===== src/rtl/spi_regbank_if.sv =====
// Byte-level SPI slave handshake between the SPI shifter and spi_regbank.
interface spi_regbank_if;
  logic       frame_active;
  logic       rx_valid;
  logic [7:0] rx_byte;
  logic [7:0] tx_byte;

  modport master (output frame_active, rx_valid, rx_byte, input tx_byte);
  modport slave  (input frame_active, rx_valid, rx_byte, output tx_byte);
endinterface


===== src/rtl/spi_regbank.sv =====
// SPI command parser and register bank feeding the graph display (bars/strs).
// Optional SPI_REGBANK_SHADOW_EN: writes land in shadows, committed at frame end.
module spi_regbank #(
  parameter logic [7:0] ID_VALUE   = 8'hA5,
  parameter logic [7:0] BLANK_CHAR = 8'h20
) (
  input  logic          CLK,
  input  logic          RESET_N,
  spi_regbank_if.slave  spi,
  input  logic [31:0]   tasty_in,
  input  logic [7:0]    count_in,
  output logic [63:0]   bars,
  output logic [255:0]  strs,
  output logic          frame_err
);

  typedef enum logic [2:0] {IDLE, CMD, WRITE, READ, WAIT_END} state_t;

  state_t r_state, w_nxt;

  logic [7:0][7:0]  r_bars;
  logic [31:0][7:0] r_chr;
  logic [7:0][7:0]  w_src_bars;
  logic [31:0][7:0] w_src_chr;
  logic [6:0]       r_addr, w_addr_inc, w_rd_addr;
  logic [7:0]       r_tx, w_rd_data;
  logic             r_got, r_err;
  logic             w_wr_en, w_tx_ld, w_addr_ld, w_inc, w_set_err, w_frame_end;

  assign w_addr_inc = (r_addr == 7'h3F) ? 7'h00 : r_addr + 7'd1;

  always_ff @(posedge CLK) begin
    if (!RESET_N) r_state <= spi.frame_active ? WAIT_END : IDLE;
    else          r_state <= w_nxt;
  end

  always_comb begin
    w_nxt       = r_state;
    w_wr_en     = 1'b0;
    w_tx_ld     = 1'b0;
    w_addr_ld   = 1'b0;
    w_inc       = 1'b0;
    w_set_err   = 1'b0;
    w_frame_end = 1'b0;
    w_rd_addr   = w_addr_inc;
    case (r_state)
      IDLE: if (spi.frame_active) w_nxt = CMD;
      CMD: begin
        if (!spi.frame_active) begin
          w_nxt       = IDLE;
          w_frame_end = 1'b1;
        end else if (spi.rx_valid) begin
          w_addr_ld = 1'b1;
          if (spi.rx_byte[7]) begin
            w_tx_ld   = 1'b1;
            w_rd_addr = spi.rx_byte[6:0];
            w_nxt     = READ;
          end else begin
            w_nxt = WRITE;
          end
        end
      end
      WRITE, READ: begin
        // A frame carrying only the command byte is flagged as malformed
        if (!spi.frame_active) begin
          w_nxt       = IDLE;
          w_frame_end = 1'b1;
          w_set_err   = !r_got;
        end else if (spi.rx_valid) begin
          w_inc   = 1'b1;
          w_wr_en = (r_state == WRITE);
          w_tx_ld = (r_state == READ);
        end
      end
      WAIT_END: if (!spi.frame_active) w_nxt = IDLE;
      default:  w_nxt = IDLE;
    endcase
  end

  always_comb begin
    w_rd_data = 8'h00;
    if (w_rd_addr < 7'h08)
      w_rd_data = w_src_bars[w_rd_addr[2:0]];
    else if (w_rd_addr >= 7'h10 && w_rd_addr <= 7'h2F)
      w_rd_data = w_src_chr[w_rd_addr[4:0] - 5'h10];
    else if (w_rd_addr >= 7'h30 && w_rd_addr <= 7'h33)
      w_rd_data = tasty_in[8*(3 - w_rd_addr[1:0]) +: 8];
    else if (w_rd_addr == 7'h34)
      w_rd_data = count_in;
    else if (w_rd_addr == 7'h3F)
      w_rd_data = ID_VALUE;
  end

  always_ff @(posedge CLK) begin
    if (!RESET_N) begin
      r_addr <= 7'h00;
      r_got  <= 1'b0;
      r_tx   <= 8'h00;
      r_err  <= 1'b0;
    end else begin
      if (w_addr_ld) begin
        r_addr <= spi.rx_byte[6:0];
        r_got  <= 1'b0;
      end else if (w_inc) begin
        r_addr <= w_addr_inc;
        r_got  <= 1'b1;
      end
      if (w_tx_ld) r_tx <= w_rd_data;
      if (w_set_err)                           r_err <= 1'b1;
      else if (w_wr_en && r_addr == 7'h3E)     r_err <= 1'b0;
    end
  end

`ifdef SPI_REGBANK_SHADOW_EN
  logic [7:0][7:0]  r_sh_bars;
  logic [31:0][7:0] r_sh_chr;

  assign w_src_bars = r_sh_bars;
  assign w_src_chr  = r_sh_chr;

  always_ff @(posedge CLK) begin
    if (!RESET_N) begin
      r_sh_bars <= '0;
      r_sh_chr  <= {32{BLANK_CHAR}};
      r_bars    <= '0;
      r_chr     <= {32{BLANK_CHAR}};
    end else begin
      if (w_wr_en && r_addr < 7'h08)
        r_sh_bars[r_addr[2:0]] <= spi.rx_byte;
      if (w_wr_en && r_addr >= 7'h10 && r_addr <= 7'h2F)
        r_sh_chr[r_addr[4:0] - 5'h10] <= spi.rx_byte;
      if (w_frame_end && !w_set_err) begin
        r_bars <= r_sh_bars;
        r_chr  <= r_sh_chr;
      end
    end
  end
`else
  assign w_src_bars = r_bars;
  assign w_src_chr  = r_chr;

  always_ff @(posedge CLK) begin
    if (!RESET_N) begin
      r_bars <= '0;
      r_chr  <= {32{BLANK_CHAR}};
    end else begin
      if (w_wr_en && r_addr < 7'h08)
        r_bars[r_addr[2:0]] <= spi.rx_byte;
      if (w_wr_en && r_addr >= 7'h10 && r_addr <= 7'h2F)
        r_chr[r_addr[4:0] - 5'h10] <= spi.rx_byte;
    end
  end
`endif

  // Char k (= 4*string + pos) lands with string 0 / char 0 in the top byte
  always_comb begin
    strs = '0;
    for (int k = 0; k < 32; k++) strs[8*(31-k) +: 8] = r_chr[k];
  end

  assign bars        = r_bars;
  assign frame_err   = r_err;
  assign spi.tx_byte = r_tx;

endmodule

===== src/flat_wrapper.sv =====
// flat-port wrapper written by rule: the top's interface ports become plain ports
module spi_regbank_flat 
#(
  parameter logic [7:0] ID_VALUE   = 8'hA5,
  parameter logic [7:0] BLANK_CHAR = 8'h20
)
  (CLK, RESET_N, tasty_in, count_in, bars, strs, frame_err, spi_frame_active, spi_rx_valid, spi_rx_byte, spi_tx_byte);
  spi_regbank_if spi_i ();
  input  logic CLK;
  input  logic RESET_N;
  input  logic [31:0] tasty_in;
  input  logic [7:0] count_in;
  output logic [63:0] bars;
  output logic [255:0] strs;
  output logic frame_err;
  input wire logic [$bits(spi_i.frame_active)-1:0] spi_frame_active;
  input wire logic [$bits(spi_i.rx_valid)-1:0] spi_rx_valid;
  input wire logic [$bits(spi_i.rx_byte)-1:0] spi_rx_byte;
  output wire logic [$bits(spi_i.tx_byte)-1:0] spi_tx_byte;
  assign spi_i.frame_active = spi_frame_active;
  assign spi_i.rx_valid = spi_rx_valid;
  assign spi_i.rx_byte = spi_rx_byte;
  assign spi_tx_byte = spi_i.tx_byte;
  spi_regbank #(.ID_VALUE(ID_VALUE), .BLANK_CHAR(BLANK_CHAR)) u_core (.CLK(CLK), .RESET_N(RESET_N), .spi(spi_i), .tasty_in(tasty_in), .count_in(count_in), .bars(bars), .strs(strs), .frame_err(frame_err));
endmodule

===== config.mk =====
export PLATFORM = sky130hd
export DESIGN_NAME = spi_regbank_flat
export DESIGN_NICKNAME = d
export VERILOG_FILES = /design/src/rtl/spi_regbank_if.sv /design/src/rtl/spi_regbank.sv /design/src/flat_wrapper.sv
export SDC_FILE = /design/constraint.sdc
export NUM_CORES = 1
export LEC_CHECK = 0
export CAP_MARGIN = 25
export CORE_MARGIN = 3
export CORE_UTILIZATION = 45
export DETAILED_ROUTE_END_ITERATION = 16
export GPL_ROUTABILITY_DRIVEN = 0
export PLACE_DENSITY = 0.73
export REMOVE_ABC_BUFFERS = 1
export SLEW_MARGIN = 20
export SYNTH_ARGS = -nofsm -noshare
export SYNTH_HDL_FRONTEND = slang
export SYNTH_SLANG_ARGS = --single-unit

===== constraint.sdc =====
create_clock -name CLK -period 7.35 [get_ports CLK]
set_clock_uncertainty 0.05 [all_clocks]
set_input_delay 2.205 -clock CLK [delete_from_list [all_inputs] [get_ports CLK]]
set_output_delay 2.205 -clock CLK [all_outputs]
set_load 0.02 [all_outputs]

==> impl_metrics.toml, run 1 <==
[outcome]
outcome = "complete, no violations"

[drt]
drt_iter0_drc = 2271
finalWirelength_um = 70390
wire_per_inst_um = 24.45
antenna_left = 0
drt-pass1-iter-count = 6
drc_errors = 0
vias = 17880
viasPerCell = 6.209

[placement]
dpl.hpwl_um = 48870
io_buffers = 380
placed_area_mm2 = 0.02108
post-place-ws_ns = 1.087

[layout]
area_delta_synth_final_pct = 31.18
drive_above_1_share = 0.07326
utilization = 0.6057
stdcell_area_mm2 = 0.02244
ff_latch_area_mm2 = 0.006837
multi_input_area_mm2 = 0.009437
final_nets = 2404
nFillCells = 3217
num_antenna_cells = 0

[worst_setup_path]
cp_data_required_time_ns = 7.68
path_cells = "clkdlybuf4s50_1 -> and3b_1 -> nand3_4 -> nand2_4 -> buf_4 -> mux2i_1 -> a2111oi_0 -> or4_1 -> nor4_1 -> a311oi_1"
crit_arrival_ns = 6.33
cp_slowest_cell = "clkdlybuf4s50_1"
r2r-start = "u_core.r_addr[1]$_SDFFE_PN0P_"
cp_max_fo = 38
end_kind = "flip-flop"
critPathMaxStageDelay_ns = 0.68
setup.worst_path.start_class = "primary input"
rr_worst_depth = 11
endpoint = "u_core.spi.tx_byte[3]$_SDFFE_PN0P_"
worstSetupStartpoint = "spi_frame_active"
r2r-end = "u_core.spi.tx_byte[3]$_SDFFE_PN0P_"
reg2reg_setup_slack_ns = 3.09
path_class = "primary input to flip-flop"

[synthesis]
netlist_area_mm2 = 0.01711
synthAdderAreaFrac = 0.003657
netlist_instances = 2083
synthSimpleGateAreaFrac = 0.2763
synth_cell_types = 75
yosysMostFrequentCell = "nand2_1"
ys_warn_count = 0
syn_avg_cell_area_um2 = 8.212
synth_edf_count = 3
muxShareOfSynthArea = 0.07607
yosys.area.top_type = "dfxtp_1"
synth.area.top_cells = "dfxtp_1 (39%), nand2_1 (10%), a21boi_0 (9.8%)"
synth_common_cells = "nand2_1 (458), dfxtp_1 (337), nand3_1 (320)"
ys_seq_area_frac = 0.3996
synth_top_family_by_area = "simple AND/OR/NAND/NOR gates"
synth-compound-area-share = 0.1890
synth_top_area_frac = 0.3944
synth-seq-cells = 340
synth_xor_area_frac = 0.003072
synthArstFlopShare = 0
synthFlopType = "dfxtp_1"

[power_and_ir_drop]
ir_drop_uv = 133.4
internal_power_mw = 3.354
clock_power_share = 0.444
switching_power_mw = 1.275
sw_frac_of_total = 0.2754
power_leakage_nw = 7.587
seqPwrFrac = 0.410
power_frac_comb = 0.146
power.density_mw_per_mm2 = 206.3

[sta]
fin_crit_ns = 6.002
hold_viol = 0
final_max_slew_viol_count = 0
grt_setup_unrepaired = "no"
max_freq_mhz = 166.6
fin_tns_setup_ns = 0
max_slew_margin = 0.3169
tightest_slew_ns = 1.023
hold_ws_ns = 0.4339
min_period_over_period = 0.8166
setup_viol = 0
postLayoutSetupSlackWorst_ns = 1.348

[global_routing]
grt.overflow.total = 0
grt_util_met3 = 0.07200
grt_busiest_layer = "met2"
grt_usage = 0.3306
antenna_found_initial = 0
grt.met1_usage = 0.4371
grt_max_degree = 180
grtUsageMet2 = 0.5235
grt_pass1_vias = 16920
grt_pass1_wl_um = 105500

[clocking]
cts.reportedPaths.clkPinSlew_ns = 0.06
clock_sinks = 340
cts_hold_buf = 0
clk_latency_ns = 0.53
post_cts_buffers = 0
tritoncts = "done"
post_cts_resized = 0
cts_buffers = 38
htree_levels = 2
clk_path_buf_depth = 3
clock-root-buffer = "clkbuf_16"

[die]
die_x_um = 201.0
io-pin-count = 381
die_h_um = 201.0
fp.dieArea_mm2 = 0.04039
start_util = 0.4617
num_rows = 70
core_mm2 = 0.03705

[hold_path]
hp-class = "flip-flop to flip-flop"

[job]
drv_cap = 0
## registers in the layout (all words and copies together), names as in the netlist
register and flops:
u_core.strs 256, u_core.r_got 1, u_core.bars 64, u_core.spi.tx_byte 8, u_core.r_addr 7, u_core.r_state 3, u_core.frame_err 1
## cell families after synthesis
logic type | Yosys count
AO/OA/AOI/OAI | 430
XOR/XNOR | 6
adder cells (fa/ha/maj) | 5
buffers and inverters | 205
flip-flops | 340
multiplexers | 105
AND/OR/NAND/NOR | 992
## power by group through the flow
stage,Sequential (mW),Combinational (mW),Clock (mW)
after floorplan,1.93,0.360,0
after global placement,1.94,0.641,0
after detailed placement,1.94,0.657,0
after CTS,1.89,0.659,2.06
after global routing,1.90,0.709,2.14
final,1.90,0.677,2.06
## how the worst min path moves through the flow
stage                     slack [ns]  depth (start not counted)                       endpoint                     startpoint
after floorplan                 0.42                          2      u_core.r_got$_SDFFE_PP0P_      u_core.r_got$_SDFFE_PP0P_
after global placement          0.42                          2  u_core.strs[155]$_SDFFE_PN0P_  u_core.strs[155]$_SDFFE_PN0P_
after detailed placement        0.42                          2  u_core.strs[155]$_SDFFE_PN0P_  u_core.strs[155]$_SDFFE_PN0P_
after CTS                       0.43                          2  u_core.strs[212]$_SDFFE_PN0P_  u_core.strs[212]$_SDFFE_PN0P_
after global routing            0.46                          2  u_core.strs[207]$_SDFFE_PN0P_  u_core.strs[207]$_SDFFE_PN0P_
final                           0.43                          2  u_core.strs[130]$_SDFFE_PN0P_  u_core.strs[130]$_SDFFE_PN0P_
## cell usage in the layout (no fill, tap or decap), drive strengths merged, types with 6 or more instances in the layout
cell type	count
a211oi	31
dfxtp	337
a31oi	9
nor3	7
a32o	11
a22oi	12
mux4	20
a22o	9
a21oi	36
a21boi	225
and3	51
a311oi	20
nor2b	74
clkbuf	53
and2	12
o21ai	25
mux2i	85
nand2	460
a31o	7
nand3	322
bufinv	6
buf	53
nor4	12
a2111oi	14
nor3b	8
clkdlybuf4s50	371
nor2	23
clkinv	8
## critical path: cells and delay by family
family,cells,cell delay (ns)
AO/OA/AOI/OAI,2,0.22
buffers and inverters,2,1.08
multiplexers,1,0.25
AND/OR/NAND/NOR,5,2.55
## stage by stage
| stage | cells | power [mW] |
|---|---|---|
| 4_1_cts | 2878 | 4.612 |
| 6_report | 2879 | 4.628 |
| 5_1_grt | 2879 | 4.744 |
| 3_3_place_gp | 2809 | 2.577 |
| 3_5_place_dp | 2810 | 2.593 |
| 2_1_floorplan | 1883 | 2.293 |
## metal layers
metal	wire length, um	part of all wire
met1	27370	0.39
met2	31620	0.45
met3	8188	0.12
met4	3200	0.045
met5	0	0
## layout make-up
cell class                      instances  area share
Inverter                                5   0.0008364
Clock inverter                         15     0.01032
Clock buffer                           53     0.04940
Multi-Input combinational cell       1538      0.4205
Timing Repair Buffer                  424      0.1862
Sequential cell                       340      0.3047
Tap cell                              504     0.02810
No activity file was read; power rests on OpenSTA's default activity.
==> run 2: changes to the inputs <==
--- a/config.mk
+++ b/config.mk
@@ -10,7 +10,7 @@
 export CORE_UTILIZATION = 45
 export DETAILED_ROUTE_END_ITERATION = 16
 export GPL_ROUTABILITY_DRIVEN = 0
-export PLACE_DENSITY = 0.73
+export PLACE_DENSITY = 0.75
 export REMOVE_ABC_BUFFERS = 1
 export SLEW_MARGIN = 20
 export SYNTH_ARGS = -nofsm -noshare
==> constraint.sdc (replaced) <==
create_clock -name CLK -period 4.81 [get_ports CLK]
set_clock_uncertainty 0.05 [all_clocks]
set_input_delay 1.443 -clock CLK [delete_from_list [all_inputs] [get_ports CLK]]
set_output_delay 1.443 -clock CLK [all_outputs]
set_load 0.02 [all_outputs]
==> run 2 against run 1 <==
Net effect:
- non-clock buffer count increased by 35
- critical path depth decreased by 1
- setup slack got worse by 0.88 ns
- via count increased by 1.5%
- largest cell class unchanged
- flip-flop and latch count unchanged
- first-iteration DRC count increased by 12%
- utilization increased by 0.58 points
- highest routed layer is now met5
- sequential share of layout area decreased by 0.29 points
- cell count increased by 1.1%
- hold slack improved by 0.0027 ns
- clock power increased by 42%
- routed wire length increased by 2.2%
==> impl_metrics.toml, run 2 (synthesis gave the netlist of run 1 again) <==
[worst_setup_path]
cp_slowest_cell = "clkdlybuf4s50_1"
path_class = "primary input to flip-flop"
setup.worst_path.start_class = "primary input"
cp_top_family = "buffers and inverters"
r2r-start = "u_core.r_addr[1]$_SDFFE_PN0P_"
cp_data_required_time_ns = 5.18
cp_max_fo = 24
r2r-end = "u_core.spi.tx_byte[0]$_SDFFE_PN0P_"
reg2reg_setup_slack_ns = 1.19
crit_arrival_ns = 4.71
rr_worst_depth = 10
cp_num_buf_inv = 2
end_kind = "flip-flop"
path_cells = "clkdlybuf4s50_1 -> and3b_1 -> nand3_2 -> o21ai_4 -> buf_4 -> mux4_2 -> a22o_1 -> o41ai_1 -> a21oi_1"
critPathMaxStageDelay_ns = 0.60

[hold_path]
hold_path_end = "u_core.strs[239]$_SDFFE_PN0P_"
hold_start = "u_core.strs[239]$_SDFFE_PN0P_"
hp-class = "flip-flop to flip-flop"
hold_depth = 2

[sta]
fin_crit_ns = 4.338
grt_setup_unrepaired = "no"
final_max_slew_viol_count = 0
hold_viol = 0
tightest_slew_ns = 1.011
max_slew_margin = 0.3250
setup_viol = 0
max_freq_mhz = 230.5
min_period_over_period = 0.9019
postLayoutSetupSlackWorst_ns = 0.4719

[die]
fp.dieArea_mm2 = 0.04039
io-pin-count = 381
num_rows = 70
core_mm2 = 0.03705
start_util = 0.4617
die_h_um = 201.0
die_x_um = 201.0

[clocking]
clk_path_buf_depth = 3
cts.reportedPaths.clkPinSlew_ns = 0.06
tritoncts = "done"
clk_latency_ns = 0.53
cts_hold_buf = 0
clock-root-buffer = "clkbuf_16"
post_cts_buffers = 0
htree_levels = 2
cts_buffers = 37
clock_sinks = 340
post_cts_resized = 0

[global_routing]
grt.overflow.total = 0
antenna_found_initial = 2
grt_usage = 0.3363
grt_pass1_wl_um = 107000
grt_pass1_vias = 17000
grt_max_degree = 146

[layout]
num_antenna_cells = 0
largest_reg_flops = 256
final_nets = 2438
layout_common_cells = "nand2_1 (458), clkdlybuf4s50_1 (371), dfxtp_1 (337)"
area_delta_synth_final_pct = 32.44
final_common_cell = "nand2_1"
instances_no_fill = 2911
drive_above_1_share = 0.08517

[power_and_ir_drop]
clock_power_share = 0.421
internal_power_mw = 4.967
ir_drop_uv = 197.1
switching_power_mw = 1.975
sw_frac_of_total = 0.2845
power.density_mw_per_mm2 = 306.4
power_frac_comb = 0.162
seqPwrFrac = 0.417
power_leakage_nw = 7.714

[drt]
drt-pass1-iter-count = 6
wire_per_inst_um = 24.71
antenna_left = 0
finalWirelength_um = 71920
viasPerCell = 6.232
drt_iter0_drc = 2546
vias = 18140
drc_errors = 0

[placement]
io_buffers = 380
post-place-ws_ns = 0.06347
dpl.hpwl_um = 51240
dp_cells = 2846

[job]
drv_cap = 0

[outcome]
outcome = "complete, no violations"
==> run 2: cell count changes in the layout (fill, tap and decap cells not counted), sizes merged <==
cell and delta:
buf +35, bufinv -4, clkbuf +1, clkinv -1
clkinvlp +1
==> run 2: worst max-delay path by stage <==
stage                          start                                 end  slack [ns]  cells after the start
floorplan           spi_frame_active  u_core.spi.tx_byte[1]$_SDFFE_PN0P_       -0.72                      8
global placement        spi_rx_valid  u_core.spi.tx_byte[4]$_SDFFE_PN0P_        0.18                      9
detailed placement      spi_rx_valid  u_core.spi.tx_byte[0]$_SDFFE_PN0P_        0.06                      9
CTS                     spi_rx_valid  u_core.spi.tx_byte[0]$_SDFFE_PN0P_        0.57                      9
global route            spi_rx_valid  u_core.spi.tx_byte[4]$_SDFFE_PN0P_        0.33                     10
finish                  spi_rx_valid  u_core.spi.tx_byte[0]$_SDFFE_PN0P_        0.47                      9
==> run 2: final cells by class <==
type                       instances  area, um2
clock inverter                    11      113.9
clock buffer                      54       1122
inverter                           5      18.77
multi-input combinational       1538       9438
tap                              504      630.6
sequential                       340       6837
timing repair buffer             459       4496
fill                            3190      14390
==> run 2: worst reg2reg max path, delay by kind of cell, from the launching register on <==
kind,cells,cell delay (ns)
buf+inv,3,0.77
simple gates,1,0.35
flops,1,0.61
compound gates,4,0.99
fa+ha+maj,1,0.42
mux,1,0.33
==> run 2: power by group through the flow <==
stage / combinational (mW) / clock, mW / sequential [mW]
after floorplan: 0.551 / 0 / 2.95
after global placement: 1.06 / 0 / 2.95
after detailed placement: 1.08 / 0 / 2.96
after CTS: 1.08 / 2.93 / 2.89
after global routing: 1.17 / 3.04 / 2.90
final: 1.12 / 2.92 / 2.90
==> run 2: layer usage <==
metal	global-route usage	vias up	routed length (um)
met5	0	-	34
met4	0.1398	4	3307
met3	0.08140	217	9062
met2	0.5258	1324	32020
met1	0.4465	8613	27500
li1	-	7983	-
==> run 2: per-stage QoR <==
stage	total power [mW]	TNS [ns]	hold WS [ns]	instance area, um2	util
after floorplan	3.503	-4.365	0.4213	16230	-
after global placement	4.017	0	0.4157	21410	0.5780
after detailed placement	4.035	0	0.4246	21420	0.5781
after CTS	6.905	0	0.4324	22660	0.6115
after global routing	7.105	0	0.4583	22660	0.6115
final	6.943	0	0.4366	22660	0.6115
